**src/rtl/posit_encode_pkg.sv**
```systemverilog
// Shared posit encoder types and constants for the default 8-bit, es=1 configuration.
package posit_encode_pkg;

  localparam int POSIT_W   = 8;
  localparam int POSIT_ES  = 1;
  localparam int POSIT_REG = $clog2(POSIT_W) + 1;
  localparam int POSIT_MAN = POSIT_W;

  typedef struct packed {
    logic                        sign;
    logic signed [POSIT_REG-1:0] regime;
    logic [POSIT_ES-1:0]         exponent;
    logic [POSIT_MAN-1:0]        mantissa;
    logic                        zero;
    logic                        nar;
  } posit_fields_t;

  localparam logic [POSIT_W-1:0] MAXPOS      = {1'b0, {(POSIT_W-1){1'b1}}};
  localparam logic [POSIT_W-1:0] MINPOS      = {{(POSIT_W-1){1'b0}}, 1'b1};
  localparam logic [POSIT_W-1:0] NAR_PATTERN = {1'b1, {(POSIT_W-1){1'b0}}};

endpackage

```
**src/rtl/posit_round.sv**
```systemverilog
// Final posit assembly: round the body, clamp to maxpos/minpos, apply sign, mux specials.
// FRIC_ENCODE_RNE_EN selects round-to-nearest-even; otherwise the body is truncated.
module posit_round #(
  parameter int WIDTH = 8
) (
  input  logic [WIDTH-2:0] body,
  input  logic             guard,
  input  logic             sticky,
  input  logic             sign,
  input  logic             sat_max,
  input  logic             sat_min,
  input  logic             zero,
  input  logic             nar,
  output logic [WIDTH-1:0] posit
);
  localparam int B = WIDTH - 1;

  logic         inc;
  logic [B:0]   sum;
  logic [B-1:0] mag;

`ifdef FRIC_ENCODE_RNE_EN
  assign inc = guard & (sticky | body[0]);
`else
  logic unused_rnd;
  assign unused_rnd = guard ^ sticky;
  assign inc        = 1'b0;
`endif

  always_comb begin
    // carry from the increment ripples through exponent and regime in the packed body
    sum = {1'b0, body} + {{B{1'b0}}, inc};
    mag = sum[B-1:0];
    if (sat_max)              mag = '1;
    else if (sat_min)         mag = {{(B-1){1'b0}}, 1'b1};
    else if (sum[B])          mag = '1;
    else if (mag == '0)       mag = {{(B-1){1'b0}}, 1'b1};
    posit = sign ? -{1'b0, mag} : {1'b0, mag};
    if (zero) posit = '0;
    if (nar)  posit = {1'b1, {B{1'b0}}};
  end

endmodule

```
**src/rtl/posit_encode.sv**
```systemverilog
// Two-stage posit encoder: stage 1 packs regime/exponent/mantissa, stage 2 rounds and signs.
// Rounding mode is selected by FRIC_ENCODE_RNE_EN (see posit_round).
module posit_encode
  import posit_encode_pkg::*;
#(
  parameter int WIDTH = POSIT_W,
  parameter int EN    = POSIT_ES,
  parameter int W_REG = $clog2(WIDTH) + 1,
  parameter int W_MAN = WIDTH
) (
  input  logic             clk,
  input  logic             rst_n,
  input  logic             in_valid,
  output logic             in_ready,
  input  logic             in_sign,
  input  logic [W_REG-1:0] in_regime,
  input  logic [EN-1:0]    in_exponent,
  input  logic [W_MAN-1:0] in_mantissa,
  input  logic             in_zero,
  input  logic             in_nar,
  output logic             out_valid,
  input  logic             out_ready,
  output logic [WIDTH-1:0] out_posit
);
  localparam int STAGES = 2;
  localparam int XW     = 2 + EN + W_MAN + WIDTH;

  typedef struct packed {
    logic [WIDTH-2:0] body;
    logic             guard;
    logic             sticky;
    logic             sign;
    logic             sat_max;
    logic             sat_min;
    logic             zero;
    logic             nar;
  } s1_t;

  logic [STAGES:1]  vld_pipe;
  logic             s2_load;
  logic             k_neg;
  logic [W_REG-1:0] run;
  logic [XW-1:0]    seed;
  logic [XW-1:0]    shifted;
  s1_t              s1_next;
  s1_t              s1_q;
  logic [WIDTH-1:0] round_posit;

  assign s2_load   = !vld_pipe[2] || out_ready;
  assign in_ready  = !vld_pipe[1] || s2_load;
  assign out_valid = vld_pipe[2];

  // Seed "10"/"01" then sign-extend right by the run length: k>=0 gives k+1 ones
  // then 0, k<0 gives -k zeros then 1. The zero pad keeps every shifted bit for sticky.
  always_comb begin
    k_neg   = in_regime[W_REG-1];
    run     = k_neg ? ~in_regime : in_regime;
    seed    = {(k_neg ? 2'b01 : 2'b10), in_exponent, in_mantissa, {WIDTH{1'b0}}};
    shifted = $signed(seed) >>> run;
    s1_next         = '0;
    s1_next.body    = shifted[XW-1 -: WIDTH-1];
    s1_next.guard   = shifted[XW-WIDTH];
    s1_next.sticky  = |shifted[XW-WIDTH-1:0];
    s1_next.sign    = in_sign;
    s1_next.sat_max = !k_neg && (run > W_REG'(WIDTH-2));
    s1_next.sat_min = k_neg && (run > W_REG'(WIDTH-2));
    s1_next.zero    = in_zero;
    s1_next.nar     = in_nar;
  end

  always_ff @(posedge clk) begin
    if (!rst_n) begin
      vld_pipe  <= '0;
      out_posit <= '0;
    end else begin
      if (in_ready) vld_pipe[1] <= in_valid;
      if (s2_load) begin
        vld_pipe[2] <= vld_pipe[1];
        if (vld_pipe[1]) out_posit <= round_posit;
      end
    end
  end

  always_ff @(posedge clk) begin
    if (in_valid && in_ready) s1_q <= s1_next;
  end

  posit_round #(.WIDTH(WIDTH)) u_round (
    .body    (s1_q.body),
    .guard   (s1_q.guard),
    .sticky  (s1_q.sticky),
    .sign    (s1_q.sign),
    .sat_max (s1_q.sat_max),
    .sat_min (s1_q.sat_min),
    .zero    (s1_q.zero),
    .nar     (s1_q.nar),
    .posit   (round_posit)
  );

endmodule

```
**config.mk**
```make
export PLATFORM = sky130hd
export DESIGN_NAME = posit_encode
export DESIGN_NICKNAME = d
export VERILOG_FILES = /design/src/rtl/posit_encode_pkg.sv /design/src/rtl/posit_round.sv /design/src/rtl/posit_encode.sv
export SDC_FILE = /design/constraint.sdc
export NUM_CORES = 1
export LEC_CHECK = 0
export ABC_AREA = 1
export CELL_PAD_IN_SITES_DETAIL_PLACEMENT = 0
export CELL_PAD_IN_SITES_GLOBAL_PLACEMENT = 1
export CORE_ASPECT_RATIO = 0.8
export CORE_MARGIN = 4
export CORE_UTILIZATION = 35
export CTS_CLUSTER_DIAMETER = 40
export DETAILED_ROUTE_END_ITERATION = 10
export HOLD_SLACK_MARGIN = 0.03
export PLACE_DENSITY = 0.87
export SYNTH_ARGS = -nofsm -noshare
export SYNTH_HDL_FRONTEND = slang
export SYNTH_HIERARCHICAL = 1
export SYNTH_SLANG_ARGS = --single-unit
```
**constraint.sdc**
```tcl
create_clock -name clk -period 2.2 [get_ports clk]
set_input_delay 0.44 -clock clk [delete_from_list [all_inputs] [get_ports clk]]
set_output_delay 0.44 -clock clk [all_outputs]
set_load 0.05 [all_outputs]
```
== Yosys cells after proc, flatten, opt, wreduce, memory -nomap -nowiden ==
Cells that the tools add are included.
W data, S select, Z words.

* Register bits: 22
* Output and inout bits: 10

* Add/sub/neg operators: 1
* Magnitude comparators: 1
* Shift-type cells: 1
* Muxes and demuxes: 8
* Bitwise gates (word level): 1
* Reductions and logical operators: 10

{| class="wikitable"
|+ Operators by type and width
! kind !! count
|-
| $mux W8 || 3
|-
| $mux W7 || 3
|-
| $sshr A19 B4 Y19 || 1
|-
| $neg A7 Y8 || 1
|-
| $logic_not A7 Y1 || 1
|-
| $gt A4 B3 Y1 const B || 1
|-
| $mux W4 || 1
|-
| $not A4 Y4 || 1
|-
| $logic_and A1 B1 Y1 || 3
|-
| $logic_not A1 Y1 || 3
|-
| $logic_or A1 B1 Y1 || 2
|-
| $mux W2 || 1
|-
| $reduce_and A2 Y1 || 1
|}

== Depth between registers and ports, before layout ==
* Depth after elaboration: 8
* Gate-level depth with buffers: 14
* Depth with buffers taken out: 14

== Cells and area by module ==
Netlist, hierarchy kept.

{| class="wikitable"
|+ By module, submodules not included
! module !! times used !! cells an instance !! area each (um^2) !! seq. area each (um^2)
|-
| posit_encode || 1 || 140 || 1123.6 || 620.6
|-
| posit_round || 1 || 63 || 281.5 || 0.0
|}

== Worst setup path before layout ==
No wires, ideal clock.

* Path type: reg-to-reg
* Start: register vld_pipe[2] (netlist name)
* End: register s1_q[0] (netlist name), enable pin
* Setup time: 0.306 ns
* Arrival: 1.614 ns
* Required time: 1.894 ns
* Slack: 0.280 ns
* Cell stages (with the launch flop): 4
* Path through: dfxtp_1 nand3_1 nand2_1 inv_1

* Longest elaborated chain between the ends: 4

{| class="wikitable"
|+ Ends and longest elaborated chain
! what !! line !! RTL
|-
| from (decl) || posit_encode.sv:39 || <nowiki>logic [STAGES:1] vld_pipe;</nowiki>
|-
| $logic_not A1 Y1 || posit_encode.sv:49 || <nowiki>assign s2_load = !vld_pipe[2] || out_ready;</nowiki>
|-
| $logic_or A1 B1 Y1 || posit_encode.sv:49 ||
|-
| $logic_or A1 B1 Y1 || posit_encode.sv:50 || <nowiki>assign in_ready = !vld_pipe[1] || s2_load;</nowiki>
|-
| via in_ready || posit_encode.sv:14 || <nowiki>output logic in_ready,</nowiki>
|-
| $logic_and A1 B1 Y1 || posit_encode.sv:85 || <nowiki>if (in_valid && in_ready) s1_q <= s1_next;</nowiki>
|-
| to (signal assigned) || posit_encode.sv:85 ||
|-
| to (decl) || posit_encode.sv:46 || <nowiki>s1_t s1_q;</nowiki>
|}

The timed path passes the listed nets, and every way through them passes these cells.
A chain may end at the register's enable or synchronous reset.

== Final worst setup path ==
* Start: register vld_pipe[2] (netlist name)
* End: output out_valid

{| class="wikitable"
|+ RTL lines
! what !! line !! RTL
|-
| to (decl) || posit_encode.sv:21 || <nowiki>output logic out_valid,</nowiki>
|}

No word-level cell between the ends.

==> flow_summary.toml <==
[layout]
drive_above_1_share_pct = 10.0
ff_latch_area_um2 = 561
nets = 232
final_cell_mix = "nand2_1, nor2_1, clkdlybuf4s50_1, inv_1, nand3_1"
multiInputGateArea_um2 = 597
final_common_cell = "nand2_1"
syn_to_final_growth_pct = 27.9
nFillCells = 365
diodes = 0

[timing]
clock.fmax_mhz = 541
finClkSkew_ps = 1.96
worstMarginPinSlew_ps = 497
slew_headroom_pct = 66.7
period_minus_slack_ps = 1850
hold_ws_ps = 483
hold_viol = 0
setup_tns_ps = 0
rsz0062_at_grt = "no"
setup_violations = 0
fin_crit_sh_pct = 84.0
slew_viol_final = 0

[drt]
ant_nets = 0
first_iter_violations = 31
drt_pass1_iterations = 4
dr_total_vias = 1154
wl_per_cell_um = 9.91
drc = 0
totalWireLength_um = 2500
post_drt_via_cell_ratio = 4.58

[worst_setup_path]
worstRegToRegCells = 11
cpPeakStageDelay_ps = 800
cp_slowest_cell = "clkdlybuf4s50_1"
r2r_setup_slack_ps = 370
crit_chain = "clkdlybuf4s50_1"
critPathKind = "reg -> out"
r2r-start = "s1_q[3]$_DFFE_PP_"
r2r_end = "out_posit[4]$_SDFFE_PN0P_"
path_max_fanout = 3
crit_buf_inv = 1
required_ps = 1760
crit_path_end_kind = "primary output"
cp-start-kind = "flop"
path_delay_family = "buffers and inverters"
arrival_ps = 1410

[clock_tree]
post_cts_buffers = 0
clock_latency_ps = 260
cts-root-buf = "clkbuf_8"
numClockSinks = 22
clockBufferDepth = 2
ctsHoldBuffers = 0
cts_repair_resize_count = 0
tritoncts = "done"
cts_made_buffers = 3
cts_htree_levels = 1
path_clk_slew_ps = 80

[die]
initial_core_util_pct = 36.7
row_count = 19
core_um2 = 3450
die-area_um2 = 4640
chipWidth_um = 75.2
dieHeight_um = 61.7
io_pins = 30

[synthesis]
syn-instance-count = 182
syn_area_per_cell_um2 = 6.94
synth_warnings = 6
syn-cell-area_um2 = 1260
syn-num-nets = 203

[power]
p_per_area_nw_per_um2 = 599
power_mw = 0.969
p_leak_nw = 0.747
ir_worst_vdd_uv = 376

[global_routing]
grt_overflow_total = 0
antenna_found_initial = 0
grtUsageTotal_pct = 11.3
grt_pass1_vias = 924
grt_pass1_wl_um = 3970
grt_max_degree = 13

[placement]
io_buffers = 25
gp_congestion = 0.736
place_hpwl_um = 2040

[worst_hold_path]
min_path_cells = 2
hp-start = "out_posit[4]$_SDFFE_PN0P_"
min_path_type = "reg -> reg"
worstHoldEndpoint = "out_posit[4]$_SDFFE_PN0P_"

[job]
maxCapViolCount = 0

[run_status]
status = "finished, final reports clean"
registers in the layout, summed over array words and instances, names as in the netlist:
signal     cells
out_posit      8
vld_pipe       2
s1_q          12
area by class of cell:
cell class,count,share of cell area [%]
multi-input combinational,133,36.9
sequential,22,34.7
timing repair buffer,25,16.1
inverter,26,6.27
tap,42,3.25
clock buffer,3,2.55
clock inverter,1,0.232
metal layers:
metal  global-route usage (%)  up-vias  part of all wire, %
met4                     2.24        0                 0.76
met3                     3.86        2                  4.8
li1                         -      640                    -
met5                        0        -                    0
met1                     17.5      491                   55
met2                     15.3       21                   40
power breakdown:
| part | total (mW) | internal (mW) | switching (mW) |
|---|---|---|---|
| combinational | 0.237 | 0.0906 | 0.146 |
| sequential | 0.485 | 0.467 | 0.0177 |
| clock | 0.247 | 0.124 | 0.123 |
| total | 0.969 | 0.682 | 0.287 |
through the flow:
stage,cell area (um^2),std cells,util [%],worst slack [ps]
floorplan,1260,182,-,312
global placement,1570,248,45.6,294
detailed placement,1570,248,45.6,284
CTS,1620,252,46.9,339
global route,1620,252,46.9,104
finish,1620,252,46.9,353
worst max path at each step:
stage	endpoint	cells after the start	slack [ps]	from
floorplan	s1_q[0]$_DFFE_PP_	3	310	vld_pipe[2]$_SDFFE_PN0P_
global placement	s1_q[8]$_DFFE_PP_	8	290	in_regime[3]
detailed placement	s1_q[9]$_DFFE_PP_	5	280	out_ready
CTS	out_valid	1	340	vld_pipe[2]$_SDFFE_PN0P_
global route	out_posit[4]$_SDFFE_PN0P_	11	100	s1_q[3]$_DFFE_PP_
finish	out_valid	1	350	vld_pipe[2]$_SDFFE_PN0P_
(Power assumes the default switching activity.)
